**src/rtl/roll_scheduler.sv**
```systemverilog
// roll_scheduler: round-robin sharing of the single dice-roll engine between two requesters.
// Define ROLL_SCHED_STATS_EN to add o_rollTotal, a saturating count of accepted rolls.
//
// state  | meaning
// IDLE   | engine idle, arbitrating pending requests
// WAIT   | latched die driven, waiting for a roll or timeout
// GAP    | idle die code between consecutive rolls
// DONE   | one-cycle completion pulse to the owner
module roll_scheduler #(
   parameter int GAP_CYCLES = 10,
   parameter int TIMEOUT    = 1024
) (
   input  logic        i_clk,
   input  logic        i_reset,
   input  logic [1:0]  i_req,
   input  logic [7:0]  i_die,
   input  logic [7:0]  i_count,
   output logic [3:0]  o_dieSelect,
   input  logic        i_rollValid,
   input  logic [4:0]  i_dieRoll,
   output logic [1:0]  o_done,
   output logic [8:0]  o_sum,
   output logic        o_err,
   output logic        o_busy,
`ifdef ROLL_SCHED_STATS_EN
   output logic [15:0] o_rollTotal,
`endif
   output logic        o_owner
);

   typedef enum logic [1:0] {S_IDLE, S_WAIT, S_GAP, S_DONE} state_t;

   localparam logic [3:0]  DIE_IDLE = 4'b1111;
   localparam logic [15:0] TMO_LAST = 16'(TIMEOUT - 1);
   localparam logic [7:0]  GAP_LOAD = 8'(GAP_CYCLES - 1);

   state_t      state_q, state_d;
   logic [3:0]  die_q, die_d;
   logic [3:0]  rem_q, rem_d;
   logic        owner_q, owner_d;
   logic        last_q, last_d;
   logic [8:0]  sum_q, sum_d;
   logic        err_q, err_d;
   logic [15:0] timer_q, timer_d;
   logic [7:0]  gap_q, gap_d;
   logic [3:0]  dsel_q, dsel_d;
   logic [1:0]  done_q, done_d;
   logic        busy_q, busy_d;
   logic        grant_c;
   logic [3:0]  cnt_c;
`ifdef ROLL_SCHED_STATS_EN
   logic [15:0] total_q, total_d;
`endif

   always_comb begin
      state_d = state_q;
      die_d   = die_q;
      rem_d   = rem_q;
      owner_d = owner_q;
      last_d  = last_q;
      sum_d   = sum_q;
      err_d   = err_q;
      timer_d = timer_q;
      gap_d   = gap_q;
      dsel_d  = dsel_q;
      done_d  = 2'b00;
      busy_d  = busy_q;
`ifdef ROLL_SCHED_STATS_EN
      total_d = total_q;
`endif
      // On a tie the requester not served last wins.
      grant_c = (i_req == 2'b11) ? ~last_q : i_req[1];
      cnt_c   = grant_c ? i_count[7:4] : i_count[3:0];

      case (state_q)
         S_IDLE: begin
            if (|i_req) begin
               owner_d = grant_c;
               die_d   = grant_c ? i_die[7:4] : i_die[3:0];
               rem_d   = cnt_c;
               sum_d   = 9'd0;
               timer_d = 16'd0;
               err_d   = 1'b0;
               busy_d  = 1'b1;
               if (cnt_c != 4'd0) begin
                  state_d = S_WAIT;
                  dsel_d  = die_d;
               end else begin
                  state_d = S_DONE;
                  done_d  = grant_c ? 2'b10 : 2'b01;
               end
            end
         end
         S_WAIT: begin
            timer_d = timer_q + 16'd1;
            if (i_rollValid) begin
               sum_d   = sum_q + {4'b0000, i_dieRoll};
               rem_d   = rem_q - 4'd1;
               timer_d = 16'd0;
               dsel_d  = DIE_IDLE;
`ifdef ROLL_SCHED_STATS_EN
               if (total_q != 16'hFFFF) total_d = total_q + 16'd1;
`endif
               if (rem_q == 4'd1) begin
                  state_d = S_DONE;
                  done_d  = owner_q ? 2'b10 : 2'b01;
               end else begin
                  state_d = S_GAP;
                  gap_d   = GAP_LOAD;
               end
            end else if (timer_q == TMO_LAST) begin
               err_d   = 1'b1;
               dsel_d  = DIE_IDLE;
               state_d = S_DONE;
               done_d  = owner_q ? 2'b10 : 2'b01;
            end
         end
         S_GAP: begin
            if (gap_q == 8'd0) begin
               state_d = S_WAIT;
               dsel_d  = die_q;
               timer_d = 16'd0;
            end else begin
               gap_d = gap_q - 8'd1;
            end
         end
         S_DONE: begin
            last_d  = owner_q;
            busy_d  = 1'b0;
            state_d = S_IDLE;
         end
         default: state_d = S_IDLE;
      endcase
   end

   always_ff @(posedge i_clk or posedge i_reset) begin
      if (i_reset) begin
         state_q <= S_IDLE;
         die_q   <= DIE_IDLE;
         rem_q   <= 4'd0;
         owner_q <= 1'b0;
         last_q  <= 1'b1;
         sum_q   <= 9'd0;
         err_q   <= 1'b0;
         timer_q <= 16'd0;
         gap_q   <= 8'd0;
         dsel_q  <= DIE_IDLE;
         done_q  <= 2'b00;
         busy_q  <= 1'b0;
`ifdef ROLL_SCHED_STATS_EN
         total_q <= 16'd0;
`endif
      end else begin
         state_q <= state_d;
         die_q   <= die_d;
         rem_q   <= rem_d;
         owner_q <= owner_d;
         last_q  <= last_d;
         sum_q   <= sum_d;
         err_q   <= err_d;
         timer_q <= timer_d;
         gap_q   <= gap_d;
         dsel_q  <= dsel_d;
         done_q  <= done_d;
         busy_q  <= busy_d;
`ifdef ROLL_SCHED_STATS_EN
         total_q <= total_d;
`endif
      end
   end

   assign o_dieSelect = dsel_q;
   assign o_done      = done_q;
   assign o_sum       = sum_q;
   assign o_err       = err_q;
   assign o_busy      = busy_q;
   assign o_owner     = owner_q;
`ifdef ROLL_SCHED_STATS_EN
   assign o_rollTotal = total_q;
`endif

endmodule

```
**config.mk**
```make
export PLATFORM = sky130hd
export DESIGN_NAME = roll_scheduler
export DESIGN_NICKNAME = d
export VERILOG_FILES = /design/src/rtl/roll_scheduler.sv
export SDC_FILE = /design/constraint.sdc
export NUM_CORES = 1
export LEC_CHECK = 0
export CAP_MARGIN = 20
export CELL_PAD_IN_SITES_DETAIL_PLACEMENT = 1
export CELL_PAD_IN_SITES_GLOBAL_PLACEMENT = 2
export CORE_MARGIN = 4
export CORE_UTILIZATION = 37
export DETAILED_ROUTE_END_ITERATION = 8
export PLACE_DENSITY = 0.95
export REMOVE_ABC_BUFFERS = 1
export SLEW_MARGIN = 40
export SYNTH_ARGS = -nofsm -noshare
export SYNTH_HDL_FRONTEND = slang
export SYNTH_SLANG_ARGS = --single-unit
```
**constraint.sdc**
```tcl
create_clock -name i_clk -period 4.1 [get_ports i_clk]
set_input_delay 1.23 -clock i_clk [delete_from_list [all_inputs] [get_ports i_clk]]
set_output_delay 1.23 -clock i_clk [all_outputs]
set_load 0.005 [all_outputs]
```
==> reports/results.txt <==
cell chain of the critical path -> clkdlybuf4s50_1, ha_1, inv_1, fa_1, nor2b_1, o21a_1, o21ai_0, a2111o_1, o21ai_0
number of buffers added for setup after CTS -> 0
worst min-delay path category -> register to register
clock root buffer -> sky130_fd_sc_hd__clkbuf_8
Core Area -> 0.00818 sq mm
via count of the first global-routing pass -> 2,812
site row count -> 33
final number of max-transition violations -> 0
HPWL after DPL -> 5780 um
Buf+Inv Stages, Crit Path -> 2
first element of the critical path -> i_dieRoll[0]
standby leakage power -> 1.60 nW
Fin Clk Skew -> 13.7 ps
DIE WIDTH -> 99.6 um
cell repeated most along the worst path -> sky130_fd_sc_hd__o21ai_0
setup repair after global routing missed its margin -> no
number of H-tree branching levels -> 2
number of synthesized flops with an enable pin -> 0
total die area -> 0.00992 sq mm
cell with the most instances after synthesis -> sky130_fd_sc_hd__dfrtp_1
post-route clock period utilization -> 74.7%
largest fanout on the critical path -> 4
ranking of synthesized cells by area -> sky130_fd_sc_hd__dfrtp_1, sky130_fd_sc_hd__dfstp_2, sky130_fd_sc_hd__ha_1
mean post-synth cell area -> 9.38 sq um
DRC violations left -> 0
total negative slack -> 0 ps
Worst Setup Path Type -> primary input to register
register-to-register setup slack -> 1590 ps
fraction of registers with async set or reset after synthesis -> 100%
CTS buffer count -> 5
Total Routing Usage GR -> 16.7%
diode count -> 0
vias per inst -> 5.51
max-cap violation count -> 0
cell type with the largest total area after synthesis -> sky130_fd_sc_hd__dfrtp_1
final setup violation count -> 0
peak per-stage delay on the critical path -> 460 ps
port buffer count -> 43
share of the synthesized area in the top cell type -> 35.5%
count of instances resized after the clock tree is built -> 0
Worst-Margin Slew -> 708 ps
power density relative to cell area -> 619 mW/mm^2
end point of the critical path -> o_sum[6]$_DFFE_PP0P_
first-pass GRT wire length -> 13,600 um
sequential element share of the synthesized area -> 43.1%
remaining number of nets flagged by the antenna check after routing -> 0
Mapped Cells -> 331
clock latency reported for the late side of the worst-skew pair -> 310 ps
worst slack on hold paths -> 482 ps
share of the core filled with cells -> 46.1%
number of logic stages on the critical path including buffering -> 9
routed wirelength normalized by instance count -> 16.4 um
synth-to-layout area growth -> 21.4%
Peak supply drop -> 0.220 mV
Starting DRT DRC Count -> 116
die height -> 99.6 um
yosys warns -> 0
highest achievable clock rate -> 327 MHz
I/O Pins -> 44
total routed wirelength -> 7890 um
count of clock tree sinks -> 53
commonest register cell after synthesis -> sky130_fd_sc_hd__dfrtp_1
clock tree from TritonCTS -> yes
Routability Congestion -> 0.810
number of unique standard cell types used by synthesis -> 52
Post-Syn Area -> 0.00311 sq mm
hold violation count in the final report -> 0
clock transition at the registers of the reported paths -> 90 ps
crit-path leading delay family -> compound AO/OA/AOI/OAI gates
via count of the routed design -> 2,656
Reg-to-Reg Start -> timer_q[0]$_DFFE_PP0P_
share of cells above drive strength 1 -> 10.9%
minimum period implied by the final worst setup slack -> 3060 ps
effective utilization at floorplan -> 38.0%
net count of the finished layout -> 417
GR Overflow Total -> 0
synthesis-stage register bit count -> 53
arrival time of the worst setup path -> 3290 ps
number of antenna violations at the first check in global routing -> 0
buffer depth of the longest clock path -> 2
capture point of the worst reg-to-reg path -> o_dieSelect[3]$_DFFE_PP1P_
worst max-slew margin expressed relative to the limit -> 52.8%
largest net degree at the start of global routing -> 54
number of buffers inserted for hold repair after clock tree synthesis -> 0
element type at the critical path end -> register
Worst Reg-to-Reg Cells -> 6
highest-delay cell along the critical path -> sky130_fd_sc_hd__clkdlybuf4s50_1
Req. time, crit path -> 4330 ps
run status -> complete, no violations
total iterations of the first detailed-routing run -> 4
crit start category -> primary input
most frequent cells after synthesis -> sky130_fd_sc_hd__dfrtp_1, sky130_fd_sc_hd__o21ai_0, sky130_fd_sc_hd__nand2_1
-- worst min-delay path by stage --
stage,from,to,slack (ps),cells after the start
2_1_floorplan,timer_q[8]$_DFFE_PP0P_,timer_q[8]$_DFFE_PP0P_,440,1
3_3_place_gp,timer_q[8]$_DFFE_PP0P_,timer_q[8]$_DFFE_PP0P_,470,1
3_5_place_dp,timer_q[8]$_DFFE_PP0P_,timer_q[8]$_DFFE_PP0P_,470,1
4_1_cts,timer_q[8]$_DFFE_PP0P_,timer_q[8]$_DFFE_PP0P_,480,1
5_1_grt,timer_q[8]$_DFFE_PP0P_,timer_q[8]$_DFFE_PP0P_,500,1
6_report,timer_q[8]$_DFFE_PP0P_,timer_q[8]$_DFFE_PP0P_,480,1
-- power by group --
part / total [mW] / switching [mW] / internal (mW)
Clock: 0.305 / 0.183 / 0.122
Combinational: 1.18 / 0.642 / 0.539
Sequential: 0.848 / 0.139 / 0.709
-- cells by family after synthesis --
group,after synthesis,synth area share (%)
buffers and inverters,29,3.79
AOI/OAI and AO/OA,84,16.4
DFF,53,43.1
xor gates and xnor gates,11,3.10
muxes,18,6.12
adders and majority gates,15,6.29
and+or+nand+nor,121,21.2
-- worst register-to-register path: cells and delay by family, from the launching register on --
family          cells  cell delay, ps
compound gates      2             830
fa+ha+maj           1             240
flops               1             410
mux                 1             340
simple gates        2             650
-- cell usage in the layout (no fill, tap or decap), types with 3 or more instances in the layout --
cell type                         instances
sky130_fd_sc_hd__dfrtp_1                 44
sky130_fd_sc_hd__clkdlybuf4s50_1         43
sky130_fd_sc_hd__o21ai_0                 31
sky130_fd_sc_hd__nand2_1                 25
sky130_fd_sc_hd__a21oi_1                 20
sky130_fd_sc_hd__nand3_1                 20
sky130_fd_sc_hd__nor2_1                  18
sky130_fd_sc_hd__ha_1                    14
sky130_fd_sc_hd__inv_1                   13
sky130_fd_sc_hd__xor2_1                  10
sky130_fd_sc_hd__mux2i_1                 10
sky130_fd_sc_hd__buf_4                   10
sky130_fd_sc_hd__o31ai_1                  9
sky130_fd_sc_hd__dfstp_2                  9
sky130_fd_sc_hd__mux2_2                   8
sky130_fd_sc_hd__nand4_1                  7
sky130_fd_sc_hd__nor2b_1                  6
sky130_fd_sc_hd__nand2b_1                 6
sky130_fd_sc_hd__and3_1                   6
sky130_fd_sc_hd__a31oi_1                  5
sky130_fd_sc_hd__nor4_1                   5
sky130_fd_sc_hd__clkbuf_8                 5
sky130_fd_sc_hd__nor3b_1                  4
sky130_fd_sc_hd__nor3_1                   4
sky130_fd_sc_hd__or3_1                    3
sky130_fd_sc_hd__a21o_1                   3
sky130_fd_sc_hd__and2_1                   3
sky130_fd_sc_hd__or4_1                    3
-- per-layer routing --
metal	GRT usage [%]	share of wire, %	vias up
li1	-	-	1285
met1	21.9	47	1330
met2	28.8	49	33
met3	2.81	2.8	8
met4	3.78	0.98	0
met5	0	0	-
-- flip-flops by register name, indices dropped and copies added, names as in the netlist, 2 cells and up --
signal       flops
die_q            4
gap_q            8
o_dieSelect      4
o_done           2
o_sum            9
rem_q            4
state_q          2
timer_q         16
-- cell type report --
type / count / area (sq um)
clock buffers: 5 / 68.8
flip-flops and latches: 53 / 1340
repair buffers: 53 / 505
inverters: 14 / 52.6
multi-input cells: 249 / 1650
well taps: 105 / 131
fillers: 937 / 4410
clock inverters: 3 / 22.5
-- stage by stage --
stage	instances	worst slack (ps)	total power, mW	instance area [sq um]
6_report	482	1040	2.33	3770
5_1_grt	482	881	2.54	3770
4_1_cts	482	1030	2.36	3770
3_5_place_dp	474	723	2.05	3680
3_3_place_gp	474	790	1.99	3680
2_1_floorplan	316	865	1.59	3040
Note: power is estimated with default switching activity, not from simulation.
